==> src/rtl/alu_cmp_pkg.sv <==
// Shared definitions for the sequential ALU compare path: state encoding,
// default geometry and the operand/chunk geometry check.
package alu_cmp_pkg;

  localparam int DEF_WIDTH = 32;
  localparam int DEF_CHUNK = 8;

  typedef enum logic [1:0] {
    IDLE = 2'd0,
    SCAN = 2'd1,
    DONE = 2'd2
  } state_t;

  // Operands must split into a whole number of non-empty chunks.
  function automatic bit width_ok(input int w, input int c);
    return (c > 0) && (w >= c) && ((w % c) == 0);
  endfunction

endpackage

==> src/rtl/chunk_compare.sv <==
// One chunk of the compare: not-equal via XOR/OR-reduce, and a less-than
// that treats the top bit as a sign only on the most significant chunk.
module chunk_compare #(
  parameter int CHUNK = 8
) (
  input  logic [CHUNK-1:0] a,
  input  logic [CHUNK-1:0] b,
  input  logic             is_msb,
  output logic             diff,
  output logic             lt
);

  logic w_sign_diff;

  assign diff        = |(a ^ b);
  // Differing signs decide the result outright: the negative operand is smaller.
  assign w_sign_diff = is_msb & (a[CHUNK-1] ^ b[CHUNK-1]);
  // With equal signs, two's complement order matches unsigned order.
  assign lt          = w_sign_diff ? a[CHUNK-1] : (a < b);

endmodule

==> src/rtl/seq_compare_unit.sv <==
// Multi-cycle signed comparator: latches A/B, scans one chunk per cycle from
// the MSB, stops at the first differing chunk and presents isNotEqual /
// isLessThan / scan_count behind a valid/ready handshake.
module seq_compare_unit
  import alu_cmp_pkg::*;
#(
  parameter  int WIDTH  = DEF_WIDTH,
  parameter  int CHUNK  = DEF_CHUNK,
  localparam int NCHUNK = WIDTH / CHUNK,
  localparam int CNTW   = $clog2(NCHUNK) + 1
) (
  input  logic             clock,
  input  logic             reset,
  input  logic             in_valid,
  output logic             in_ready,
  input  logic [WIDTH-1:0] data_operandA,
  input  logic [WIDTH-1:0] data_operandB,
  output logic             out_valid,
  input  logic             out_ready,
  output logic             isNotEqual,
  output logic             isLessThan,
  output logic [CNTW-1:0]  scan_count
);

  if (!width_ok(WIDTH, CHUNK)) begin : g_bad_cfg
    $error("seq_compare_unit: WIDTH must be a nonzero multiple of CHUNK");
  end

  state_t           r_state, w_state_nxt;
  logic [WIDTH-1:0] r_a, r_b;
  logic [CNTW-1:0]  r_idx;
  logic             w_accept, w_diff, w_lt, w_is_msb, w_last;

  assign w_accept = in_valid & in_ready;
  assign w_is_msb = (r_idx == '0);
  assign w_last   = (r_idx == CNTW'(NCHUNK - 1));

  // Operands are shifted left after each equal chunk, so the chunk under
  // test is always the top CHUNK bits of the latched copies.
  chunk_compare #(.CHUNK(CHUNK)) u_chunk (
    .a      (r_a[WIDTH-1 -: CHUNK]),
    .b      (r_b[WIDTH-1 -: CHUNK]),
    .is_msb (w_is_msb),
    .diff   (w_diff),
    .lt     (w_lt)
  );

  // State register.
  always_ff @(posedge clock or posedge reset) begin
    if (reset) r_state <= IDLE;
    else       r_state <= w_state_nxt;
  end

  // Next state and handshake outputs; in_ready stays low while reset is held.
  always_comb begin
    w_state_nxt = r_state;
    in_ready    = 1'b0;
    out_valid   = 1'b0;
    case (r_state)
      IDLE: begin
        in_ready = ~reset;
        if (w_accept) w_state_nxt = SCAN;
      end
      SCAN: begin
        if (w_diff || w_last) w_state_nxt = DONE;
      end
      DONE: begin
        out_valid = 1'b1;
        if (out_ready) w_state_nxt = IDLE;
      end
      default: w_state_nxt = IDLE;
    endcase
  end

  // Operand capture, chunk index and result registers.
  always_ff @(posedge clock or posedge reset) begin
    if (reset) begin
      r_a        <= '0;
      r_b        <= '0;
      r_idx      <= '0;
      isNotEqual <= 1'b0;
      isLessThan <= 1'b0;
      scan_count <= '0;
    end else begin
      case (r_state)
        IDLE: begin
          if (w_accept) begin
            r_a   <= data_operandA;
            r_b   <= data_operandB;
            r_idx <= '0;
          end
        end
        SCAN: begin
          if (w_diff) begin
            isNotEqual <= 1'b1;
            isLessThan <= w_lt;
            scan_count <= r_idx + 1'b1;
          end else if (w_last) begin
            isNotEqual <= 1'b0;
            isLessThan <= 1'b0;
            scan_count <= CNTW'(NCHUNK);
          end else begin
            r_idx <= r_idx + 1'b1;
            r_a   <= r_a << CHUNK;
            r_b   <= r_b << CHUNK;
          end
        end
        default: ;
      endcase
    end
  end

endmodule

==> config.mk <==
export PLATFORM = sky130hd
export DESIGN_NAME = seq_compare_unit
export DESIGN_NICKNAME = d
export VERILOG_FILES = /design/src/rtl/alu_cmp_pkg.sv /design/src/rtl/chunk_compare.sv /design/src/rtl/seq_compare_unit.sv
export SDC_FILE = /design/constraint.sdc
export NUM_CORES = 1
export LEC_CHECK = 0
export BUFFER_PORTS_ARGS = -buffer_cell sky130_fd_sc_hd__buf_2
export CORE_ASPECT_RATIO = 0.7
export CORE_UTILIZATION = 50
export CTS_BUF_LIST = sky130_fd_sc_hd__clkbuf_4 sky130_fd_sc_hd__clkbuf_8 sky130_fd_sc_hd__clkbuf_16
export DETAILED_ROUTE_END_ITERATION = 10
export GPL_TIMING_DRIVEN = 0
export MAX_ROUTING_LAYER = met4
export PLACE_DENSITY = 0.81
export SYNTH_ARGS = -nofsm -noshare
export SYNTH_HDL_FRONTEND = slang
export SYNTH_SLANG_ARGS = --single-unit
==> constraint.sdc <==
create_clock -name clock -period 3.9 [get_ports clock]
set_input_delay 0.585 -clock clock [delete_from_list [all_inputs] [get_ports clock]]
set_output_delay 0.585 -clock clock [all_outputs]
set_load 0.02 [all_outputs]
==> key figures, run 1 <==
Placed design
  – RD Place Congestion: 0.862
  – DPL Wire Length: 6.07 mm
  – DP Area: 3970 um2
  – Number of I/O port buffers: 74
  – Minimum setup slack after placement: 1830 ps
  – Placed cell count: 569

Floorplanning
  – Die width: 102 um
  – Core ar.: 6760 um2
  – IO Pins: 75
  – FP Rows: 25
  – Die span in y: 71.8 um
  – Die area: 7310 um2
  – Initial Utilization: 0.516

Power
  – Clock power frac: 0.244
  – Switching Fraction: 0.348
  – PwrDens: 603 nW/um2
  – Sequential power share: 0.468
  – Internal power: 1.64 mW
  – Pleak: 2.06 nW
  – VDD IR max: 248 uV
  – Sw Pwr: 0.875 mW
  – Total power: 2.52 mW
  – Combinational share of power: 0.288

Status
  – Status: complete, no violations

STA
  – Setup Skew: 11.6 ps
  – Setup Total Neg Slack: 0 ps
  – Fin crit share: 0.539
  – Max Slew Vio Count: 0
  – Slew HR: 0.404
  – WHS: 428 ps
  – Tmin final: 2100 ps
  – Final setup fails: 0
  – FMAX: 476 MHz
  – Final setup margin: 1800 ps
  – Final hold violation count: 0
  – Tightest Pin Transition: 895 ps
  – RSZ-0062 raised after global routing: false

CTS
  – Hold Buf Count CTS: 0
  – Setup repair bufs after CTS: 0
  – Clk Latency, worst-skew pair: 360 ps
  – Clock transition at path regs: 80 ps
  – CTS tree: built
  – Num CTS Buffers: 9
  – Sink Count: 74
  – CTS Buffer Depth: 2
  – CTS resizes: 0
  – CTS Root Cell: clkbuf_8
  – H-tree depth: 3

Layout
  – Non-filler cells, final: 585
  – Fraction of layout cells with a size suffix above 1: 0.224
  – Area grow syn2layout: 19.9%
  – Most frequent cells in the layout: 132 x nand2_1, 77 x buf_2, 74 x dfrtp_1
  – Final Util: 0.618
  – Design Area, Final: 4180 um2
  – Diode count: 0
  – Commonest non-fill, non-tap cell in the layout: nand2_1
  – NumNets Final: 565

Critical path
  – FF-to-FF End: r_a[20]$_DFFE_PP0P_
  – WP data required: 4130 ps
  – R2R depth: 8
  – Reg2reg start: r_a[30]$_DFFE_PP0P_
  – Crit path max fanout: 10
  – CP arrival: 2330 ps
  – Kind of critical path: register to register
  – Critical path launch point type: register
  – R2r setup slk: 1800 ps
  – Endpoint class of the critical path: register

Synth
  – Register bit total from synthesis: 74
  – Avg Inst Size Synth: 8.69 um2
  – Unique masters post-synth: 28
  – Mapped Cells: 401
  – Netlist Area Pre-Place: 3480 um2
  – Syn nets: 480
  – Register area share after synthesis: 0.532
  – Syn. warnings: 0

Routing
  – WL/cell: 14.4 um
  – Routed Antenna Nets: 0
  – DRT iter0 DRCs: 247
  – Drt total wl: 8.43 mm
  – Via count: 3105
  – First-pass DRT Iterations: 5
  – Residual DRC count: 0
  – Via/cell ratio: 5.31

Global route
  – Initial antenna violation count: 0
  – Gr usage total: 0.266
  – First-pass GRT wire length: 14.0 mm
  – Grt ovf: 0
  – Largest net degree at the start of global routing: 75
  – Via count of the first global-routing pass: 2907

Job
  – Max_cap viols: 0

Hold path
  – Hold Crit Class: primary input to async pin
-- final cells by class --
cell class	count	area (um2)
plain buffers	26	143
clock buffers	10	138
clock inverters	6	65.1
fillers	614	2580
inverters	14	57.6
multi-input cells	287	1430
flip-flops and latches	74	1850
well taps	94	118
repair buffers	74	370
-- registers in the layout, summed over array words and instances, names as in the netlist --
register and count:
isNotEqual 1, isLessThan 1, r_idx 3, scan_count 3, r_b 32, r_state 2
r_a 32
-- cell families after synthesis --
kind of cell / share of synthesized area
flip-flops: 0.532
AND/OR/NAND/NOR: 0.250
AO/OA/AOI/OAI: 0.122
buffers and inverters: 0.0568
adder cells (fa/ha/maj): 0.0395
-- routing by layer --
layer,vias up,wire length [um],global-route usage
met3,8,581,0.0820
li1,1511,-,-
met2,124,3790,0.378
met1,1462,3970,0.370
met4,0,79,0.0660
met5,-,0,-
-- worst max-delay path: stages, from the launching register on --
cell and delay [ps]:
dfrtp_1 420, ha_1 340, nand4_2 180, nor4_4 340, a21oi_4 130, inv_4 120, buf_6 160, buf_4 180
a31oi_1 100
-- Yosys cell counts (all sizes together) --
master | instances | area share
a31oi | 48 | 0.086
nor2b | 3 | 0.0054
o21ai | 4 | 0.0057
clkbuf | 12 | 0.013
a21o | 2 | 0.0043
buf | 14 | 0.028
a22o | 3 | 0.0075
nor3 | 1 | 0.0029
dfrtp | 74 | 0.53
o31ai | 2 | 0.0043
a21oi | 4 | 0.0090
nand2b | 2 | 0.0057
o211ai | 1 | 0.0022
nand2 | 132 | 0.14
nor4 | 1 | 0.0061
nand4 | 3 | 0.0072
ha | 11 | 0.040
a221oi | 1 | 0.0025
nor2 | 51 | 0.055
nand3 | 18 | 0.026
inv | 14 | 0.016
-- power by group through the flow --
stage	clock network [mW]	registers [mW]	logic, mW
CTS	0.620	1.17	0.727
detailed placement	0	1.18	0.725
global placement	0	1.18	0.685
global route	0.657	1.20	0.833
finish	0.613	1.18	0.726
floorplan	0	1.16	0.521
-- worst max path at each step --
stage                        start                      to  cells after the start
4_1_cts        r_a[30]$_DFFE_PP0P_     r_b[19]$_DFFE_PP0P_                      8
6_report       r_a[30]$_DFFE_PP0P_     r_a[20]$_DFFE_PP0P_                      8
3_3_place_gp                 reset      r_b[3]$_DFFE_PP0P_                      2
5_1_grt        r_a[30]$_DFFE_PP0P_     r_a[31]$_DFFE_PP0P_                      8
2_1_floorplan                reset  isLessThan$_DFFE_PP0P_                      1
3_5_place_dp   r_a[30]$_DFFE_PP0P_     r_a[14]$_DFFE_PP0P_                      8
Power figures use the tool's default switching activity.
==> run 2: changes to the inputs <==
- CORE_UTILIZATION: 50 -> 49
- PLACE_DENSITY: 0.81 -> 0.83
- clock period: 3.9 -> 1.72 ns (I/O delays scaled with it)
==> run 2 against run 1 <==
Against the previous run: the run now ends with setup timing left; worst hold slack lost 400 ps; worst setup slack got worse by 2300 ps; via count up 21%; highest routed layer unchanged.
==> key figures, run 2 (synthesis gave the netlist of run 1 again) <==
Critical path
  – Crit path cell chain: inv_1, ha_1, nand4_1, nor4_4, a21oi_4, clkinvlp_4, buf_6, buf_6, nor2_1, a31oi_1
  – CP max-delay cell: dfrtp_1
  – R2R depth: 10
  – CP Depth: 10
  – Endpoint class of the critical path: register
  – CP arrival: 2470 ps
  – Crit path max fanout: 5
  – Worst stage delay on the critical path: 380 ps
  – Kind of critical path: register to register
  – Crit path top cell by count: buf_6
  – CP bufs+invs: 4
  – Critical path launch point type: register
  – WP data required: 1990 ps
  – CP delay by family, top: simple AND/OR/NAND/NOR gates

Global route
  – Gr usage total: 0.327
  – GR Util met3: 0.0896
  – Largest net degree at the start of global routing: 44
  – Met2 Use GR: 0.497
  – Via count of the first global-routing pass: 3445
  – Met1 Use GR: 0.426
  – GRT Max-Usage Layer: met2
  – Initial antenna violation count: 0
  – First-pass GRT wire length: 17.2 mm
  – Grt ovf: 0

CTS
  – H-tree depth: 3
  – Num CTS Buffers: 9
  – Sink Count: 74
  – CTS tree: built
  – Clock transition at path regs: 90 ps
  – CTS Buffer Depth: 2
  – Clk Latency, worst-skew pair: 370 ps
  – CTS Root Cell: clkbuf_8
  – Hold Buf Count CTS: 0

Layout
  – Commonest non-fill, non-tap cell in the layout: nand2_1
  – Diode count: 0
  – Area grow syn2layout: 48.4%
  – Non-filler cells, final: 628
  – Fraction of layout cells with a size suffix above 1: 0.436
  – Top flop regs: r_a: 32 flops, r_b: 32 flops
  – Most frequent cells in the layout: 129 x nand2_1, 75 x buf_2, 73 x dfrtp_1
  – FILL cells: 455
  – NumNets Final: 608
  – Area of the multi-input gates: 1920 um2
  – Sequential cell area: 1850 um2

STA
  – Setup Total Neg Slack: -26030 ps
  – Final hold violation count: 0
  – Max Slew Vio Count: 0
  – Final setup margin: -478 ps
  – Fin crit share: 1.28
  – Final setup fails: 72
  – RSZ-0062 raised after global routing: true
  – WHS: 26.3 ps
  – Slew HR: 0.486
  – FMAX: 455 MHz
  – Tightest Pin Transition: 771 ps
  – Tmin final: 2200 ps
  – Setup Skew: 9.63 ps

Floorplanning
  – FP Rows: 25
  – Initial Utilization: 0.511
  – Die area: 7460 um2
  – Die span in y: 72.5 um
  – Die width: 103 um
  – IO Pins: 75
  – Core ar.: 6820 um2

Status
  – Failing checks: setup timing
  – Status: complete, but fails checks

Power
  – Sw Pwr: 2.73 mW
  – PwrDens: 1350 nW/um2
  – Sequential power share: 0.408
  – VDD IR max: 588 uV
  – Combinational share of power: 0.411
  – Clock power frac: 0.181
  – Pleak: 2.35 nW
  – Internal power: 4.24 mW
  – Switching Fraction: 0.392

Routing
  – DRT iter0 DRCs: 263
  – Routed Antenna Nets: 0
  – Via/cell ratio: 5.97
  – Via count: 3749
  – WL/cell: 19.6 um
  – Drt total wl: 12.3 mm
  – First-pass DRT Iterations: 5
  – Residual DRC count: 0

Placed design
  – Number of I/O port buffers: 74
  – DPL Wire Length: 6.40 mm
  – Placed cell count: 570
  – RD Place Congestion: 0.847

Job
  – Max_cap viols: 0

Hold path
  – Hold Crit Class: primary input to async pin
## run 2: changes by cell type in the layout (fill, tap and decap cells not counted), sizes merged
| cell | change |
|---|---|
| clkinvlp | +4 |
| bufinv | -1 |
| buf | +40 |
| inv | -1 |
| a21oi | +1 |
## run 2: power groups by stage
stage | Combinational [mW] | Clock (mW) | Sequential (mW)
after CTS | 2.34 | 1.25 | 2.74
final | 2.86 | 1.26 | 2.84
after global placement | 1.68 | 0 | 2.68
after global routing | 3.06 | 1.33 | 2.87
after floorplan | 1.30 | 0 | 2.66
after detailed placement | 1.80 | 0 | 2.71
## run 2: worst reg2reg max path: stages, from the launching register on
cell and delay (ps):
dfrtp_1 380, inv_1 60, ha_1 290, nand4_1 240
nor4_4 370, a21oi_4 120, clkinvlp_4 130, buf_6 140
buf_6 140, nor2_1 50, a31oi_1 190
## run 2: final cells by class
class / instances / share of cell area
clock buffers: 9 / 0.0240
plain buffers: 25 / 0.0443
flip-flops and latches: 74 / 0.358
inverters: 14 / 0.0114
repair inverters: 1 / 0.00145
well taps: 94 / 0.0227
repair buffers: 116 / 0.157
multi-input cells: 288 / 0.371
clock inverters: 7 / 0.0104
## run 2: repair_timing
action | in CTS | in global routing
cloned | 9 | 2
setup endpoints to repair | 74 | 74
buffers inserted | 22 | 11
gates resized for setup | 94 | 59
pin swaps | 22 | 19
endpoints found under the hold margin | 0 | 0
## run 2: path summary, 6_finish.rpt
kind                                           from                endpoint  slack (ps)
worst min register to register   r_a[6]$_DFFE_PP0P_      r_a[6]$_DFFE_PP0P_         490
max in group asynchronous                     reset     r_a[14]$_DFFE_PP0P_        1030
worst max register to register  r_a[24]$_DFFE_PP0P_     r_a[20]$_DFFE_PP0P_        -480
worst max-delay path            r_a[24]$_DFFE_PP0P_     r_a[20]$_DFFE_PP0P_        -480
min in group clock                        out_ready  r_state[1]$_DFFE_PP0P_          70
worst min-delay path                          reset  r_state[1]$_DFFE_PP0P_          30
## run 2: layer usage
layer	share of wire	vias to the layer above
li1	-	1609
met1	0.39	1811
met2	0.46	254
met3	0.091	75
met4	0.054	0
met5	0	-
## run 2: through the flow
| stage | area (um2) | power (mW) | util | setup WS [ps] |
|---|---|---|---|---|
| after floorplan | 3550 | 3.96 | - | -66.5 |
| after global placement | 4030 | 4.37 | 0.592 | -313 |
| after detailed placement | 4050 | 4.52 | 0.594 | -384 |
| after CTS | 4820 | 6.33 | 0.707 | -219 |
| after global routing | 5170 | 7.26 | 0.758 | -580 |
| final | 5170 | 6.97 | 0.758 | -478 |
